==> src/rtl/axi_addr_read_buffer.sv <==
// AXI read-address channel buffer: queues accepted AR beats in a small FIFO and
// presents the oldest entry to the read data stage over a valid/ready pair.
module axi_addr_read_buffer #(
    parameter int ADD_WIDTH    = 32,
    parameter int ADD_ID_WIDTH = 4,
    parameter int BURST_LEN    = 4,
    parameter int BURST_SIZE   = 3,
    parameter int BURST_TYPE   = 2,
    parameter int FIFO_DEPTH   = 4
) (
    input  logic                          clk,
    input  logic                          reset,
    input  logic [ADD_ID_WIDTH-1:0]       arid,
    input  logic [ADD_WIDTH-1:0]          araddr,
    input  logic [BURST_LEN-1:0]          arlen,
    input  logic [BURST_SIZE-1:0]         arsize,
    input  logic [BURST_TYPE-1:0]         arburst,
    input  logic                          arvalid,
    output logic                          arready,
    output logic [ADD_WIDTH-1:0]          raddr_out,
    output logic [BURST_LEN-1:0]          rlen_out,
    output logic [BURST_SIZE-1:0]         rsize_out,
    output logic [BURST_TYPE-1:0]         rburst_out,
    output logic [ADD_ID_WIDTH-1:0]       rid_out,
    output logic                          mod1_valid_out,
    input  logic                          mod1_ready_in,
    output logic [$clog2(FIFO_DEPTH):0]   count_out
);

    localparam int PTR_W   = $clog2(FIFO_DEPTH);
    localparam int CNT_W   = PTR_W + 1;
    localparam int ENTRY_W = ADD_ID_WIDTH + ADD_WIDTH + BURST_LEN + BURST_SIZE + BURST_TYPE;
    localparam logic [CNT_W-1:0] FULL_COUNT = CNT_W'(FIFO_DEPTH);

    logic [ENTRY_W-1:0] mem [FIFO_DEPTH];
    logic [PTR_W-1:0]   wr_ptr;
    logic [PTR_W-1:0]   rd_ptr;
    logic [CNT_W-1:0]   count;
    logic               not_empty;
    logic               push;
    logic               pop;
    logic [ENTRY_W-1:0] head;

    // Handshakes: a transfer happens on a rising clk edge where valid && ready.
    // Both ready and valid come from registered count only, never from the
    // partner's valid/ready, so no combinational loop can form across the channel.
    assign not_empty      = (count != '0);
    assign arready        = !reset && (count != FULL_COUNT);
    assign mod1_valid_out = not_empty;
    assign push           = arvalid && arready;
    assign pop            = not_empty && mod1_ready_in && !reset;

    always_ff @(posedge clk) begin
        if (reset) begin
            wr_ptr <= '0;
            rd_ptr <= '0;
            count  <= '0;
        end else begin
            if (push) wr_ptr <= wr_ptr + PTR_W'(1);
            if (pop)  rd_ptr <= rd_ptr + PTR_W'(1);
            case ({push, pop})
                2'b10:   count <= count + CNT_W'(1);
                2'b01:   count <= count - CNT_W'(1);
                default: count <= count;
            endcase
        end
    end

    // Storage needs no reset: reads are masked whenever the FIFO is empty.
    always_ff @(posedge clk) begin
        if (push) mem[wr_ptr] <= {arid, araddr, arlen, arsize, arburst};
    end

    assign head = not_empty ? mem[rd_ptr] : '0;
    assign {rid_out, raddr_out, rlen_out, rsize_out, rburst_out} = head;
    assign count_out = count;

endmodule

==> config.mk <==
export PLATFORM = sky130hd
export DESIGN_NAME = axi_addr_read_buffer
export DESIGN_NICKNAME = d
export VERILOG_FILES = /design/src/rtl/axi_addr_read_buffer.sv
export SDC_FILE = /design/constraint.sdc
export NUM_CORES = 1
export LEC_CHECK = 0
export CAP_MARGIN = 10
export CELL_PAD_IN_SITES_DETAIL_PLACEMENT = 1
export CELL_PAD_IN_SITES_GLOBAL_PLACEMENT = 1
export CORE_MARGIN = 10
export CORE_UTILIZATION = 35
export DETAILED_ROUTE_END_ITERATION = 8
export PLACE_DENSITY_LB_ADDON = 0.1
export SETUP_SLACK_MARGIN = 0.05
export SYNTH_ARGS = -nofsm -noshare
export SYNTH_HDL_FRONTEND = slang
export SYNTH_SLANG_ARGS = --single-unit
==> constraint.sdc <==
create_clock -name clk -period 2.4 [get_ports clk]
set_clock_uncertainty 0.1 [all_clocks]
set_input_delay 0.48 -clock clk [delete_from_list [all_inputs] [get_ports clk]]
set_output_delay 0.48 -clock clk [all_outputs]
set_load 0.005 [all_outputs]
==> qor.yml, run 1 <==
status: "finished, violations left"
violations: "setup timing"
synth-compound-area-share_pct: 0.444
cp.required_ps: 1820
grt_max_degree: 34
die_w_um: 165
place_inst: 710
ys_types: 28
worstSetupEndpointType: "output pin"
ys.flop_type: "edfxtp_1"
synth.avg_cell_area_um2: 21.7
clkSlewWorstSetupHoldPaths_ps: 70
ys_ff_latch: 189
drt_first_pass_iters: 4
post-route-period-util_pct: 104
cts_sinks: 189
vias: 3679
synthTopCellsByArea: "edfxtp_1 (74%), mux4_2 (14%), nor2b_1 (3.7%)"
core_mm2: 0.0204
worst_setup_path_start_kind: "flop"
grt_pass1_vias: 4204
drtAntennaViolNets: 0
pin_count: 99
worst_pin_slew_ps: 295
synth_nets: 393
clk_latency_ps: 420
rsz0062_at_grt: "true"
wire_per_inst_um: 21.5
synth_xor_area_share_pct: 0.358
fill_cells: 1944
maxCapViolCount: 0
maxSlewViolCount: 0
globalRouteOverflowTotal: 0
max_freq_mhz: 402
setup_viol: 39
yosysMostFrequentCell: "edfxtp_1"
wl_mm: 16.5
synth_edf_count: 180
yosys.area.top_type: "edfxtp_1"
cts_root_buf: "clkbuf_16"
maxSlewHeadroom_pct: 80.2
synth_mux_area_share_pct: 14.1
hold_slack_ps: 395
critPathArrivalTime_ps: 1910
hp-class: "reg2reg"
reg2reg_depth: 9
numCtsBuffers: 17
die_h_um: 165
synth_warnings: 0
crit_chain: "buf_6 > buf_16 > mux4_2 > nor2b_4 > buf_2"
rows: 52
p_leak_nw: 3.37
cts_hold_buffers: 0
finalWorstSetupSlack_ps: -87.9
layout.cells.non_filler: 767
antenna_found_initial: 1
hpwl_mm: 9.85
finalHoldViolCount: 0
synthTopCellsByCount: "edfxtp_1 (180), mux4_2 (45), nor2b_1 (43)"
cts_buffer_depth: 2
area_growth_pct: 34.2
crit_fanout: 8
gp_congestion: 0.690
worstHoldPathCells: 2
synthesis.area_mm2: 0.00733
powerDensity_mw_per_mm2: 821
ys_seq_area_share_pct: 76.2
synth_top_family_by_area: "multiplexers"
synth-adder-area-share_pct: 1.13
num_antenna_cells: 0
yosys.area_share.simple_pct: 5.51
r2r_start: "count_out[1]"
synth_cells: 338
htree_num_levels: 4
drt_iter0_markers: 207
min_period_ps: 2490
finalNetCount: 539
hold_start: "rd_ptr[1]"
grt_pass1_wl_mm: 25.3
viasPerCell: 4.80
ir_drop_mv: 0.576
port_buffers: 98
drc_errors: 0
preCtsSetupSlack_ps: -252
fp.dieArea_mm2: 0.0271
drive_above_1_share_pct: 40.4
yosysTopAreaCellShare_pct: 73.7
track_usage_pct: 12.7
slowest_delay_ps: 500
slowest_stage: "mux4_2"
synthArstFlopShare_pct: 0
start_util_pct: 35.9
worstSetupPathType: "reg2out"
cts_tree: "yes"
path summary, 6_finish.rpt:
check | to | slack [ps]
worst max-delay path | raddr_out[27] | -90
worst min-delay path | flop | 400
worst max register to register | count_out[2] | 250
worst min register to register | flop | 400
final cells by class:
type                            instances  area, um^2  share of cell area [%]
Clock buffer                           17         425                    4.32
Clock inverter                         15         170                    1.73
Inverter                                7        26.3                   0.267
Multi-Input combinational cell        126        1770                    18.0
Sequential cell                       189        5600                    56.9
Tap cell                              270         338                    3.43
Timing Repair Buffer                  143        1520                    15.4
placed cells by master (no fill, tap or decap), types with 2 or more instances in the layout:
master / netlist / final
edfxtp_1: 180 / 180
clkdlybuf4s50_1: 0 / 52
xor2_1: 3 / 3
clkinv_1: 0 / 3
dfxtp_2: 0 / 2
nor3b_2: 2 / 2
inv_1: 7 / 7
nor2_1: 8 / 8
clkbuf_16: 0 / 17
buf_6: 1 / 22
clkinv_2: 0 / 2
buf_2: 4 / 34
clkinv_4: 0 / 2
ha_1: 5 / 5
inv_6: 0 / 3
or3_1: 2 / 2
bufbuf_16: 0 / 2
dfxtp_4: 0 / 3
nor2b_4: 2 / 25
buf_8: 0 / 2
nor2b_1: 43 / 20
and2_2: 0 / 4
a21oi_1: 3 / 3
clkinvlp_4: 0 / 2
bufinv_16: 0 / 3
mux4_2: 45 / 45
buf_4: 1 / 11
buf_12: 4 / 18
dfxtp_1: 9 / 4
metrics by stage:
stage / power (mW) / util [%] / setup TNS, ps / instance area, um^2
after floorplan: 4.42 / - / 0 / 7340
after global placement: 5.01 / 43.3 / -73.3 / 8840
after detailed placement: 5.03 / 43.3 / -286 / 8840
after CTS: 8.18 / 48.0 / -4590 / 9800
after global routing: 8.43 / 48.2 / -5630 / 9840
final: 8.08 / 48.2 / -1920 / 9840
registers in the layout, indices dropped and copies added (netlist names), named ones only:
name	cells
count_out	3
mem	180
rd_ptr	2
wr_ptr	2
worst max-delay path: cells and delay by family (launching register included):
kind,cells,cell delay [ps]
buffers and inverters,3,410
multiplexers,1,500
AND/OR/NAND/NOR,1,130
flip-flops,1,440
timing repair:
item / in CTS / in global routing
gates cloned: 5 / 0
pin swaps: 1 / 0
setup endpoints to repair: 46 / 47
setup buffers: 23 / 1
resized for setup: 240 / 19
cells by family (layout without fill, tap and decap cells):
group	count (synthesis)	after routing
flops	189	189
fa+ha+maj	6	6
compound gates	6	6
xor+xnor	3	3
buf+inv	23	182
mux	47	47
simple gates	64	64
per-layer routing:
| metal | track usage, % | wire [um] | share of wire [%] | vias to the layer above |
|---|---|---|---|---|
| li1 | - | - | - | 1642 |
| met1 | 16.0 | 7130 | 43 | 1933 |
| met2 | 20.5 | 8310 | 50 | 83 |
| met3 | 3.63 | 820 | 5.0 | 19 |
| met4 | 4.51 | 239 | 1.4 | 2 |
| met5 | 0 | 17 | 0.10 | - |
report_power, final:
group          switching [mW]  leakage [nW]  internal, mW
combinational           0.608          1.37         0.850
clock                    1.19         0.287          1.64
sequential             0.0523          1.71          3.74
(Power assumes the default switching activity.)
==> run 2, diff against run 1 <==
--- a/config.mk
+++ b/config.mk
@@ -5,6 +5,7 @@
 export SDC_FILE = /design/constraint.sdc
 export NUM_CORES = 1
 export LEC_CHECK = 0
+export ABC_CLOCK_PERIOD_IN_PS = 2400
 export CAP_MARGIN = 10
 export CELL_PAD_IN_SITES_DETAIL_PLACEMENT = 1
 export CELL_PAD_IN_SITES_GLOBAL_PLACEMENT = 1
==> results of run 2 <==
The final DEF is identical to that of run 1; final timing and power are the same.
==> run 3, diff against run 2 <==
--- a/config.mk
+++ b/config.mk
@@ -11,6 +11,7 @@
 export CELL_PAD_IN_SITES_GLOBAL_PLACEMENT = 1
 export CORE_MARGIN = 10
 export CORE_UTILIZATION = 35
+export CTS_CLUSTER_DIAMETER = 120
 export DETAILED_ROUTE_END_ITERATION = 8
 export PLACE_DENSITY_LB_ADDON = 0.1
 export SETUP_SLACK_MARGIN = 0.05
==> results of run 3 <==
The final DEF is identical to that of run 1; final timing and power are the same.
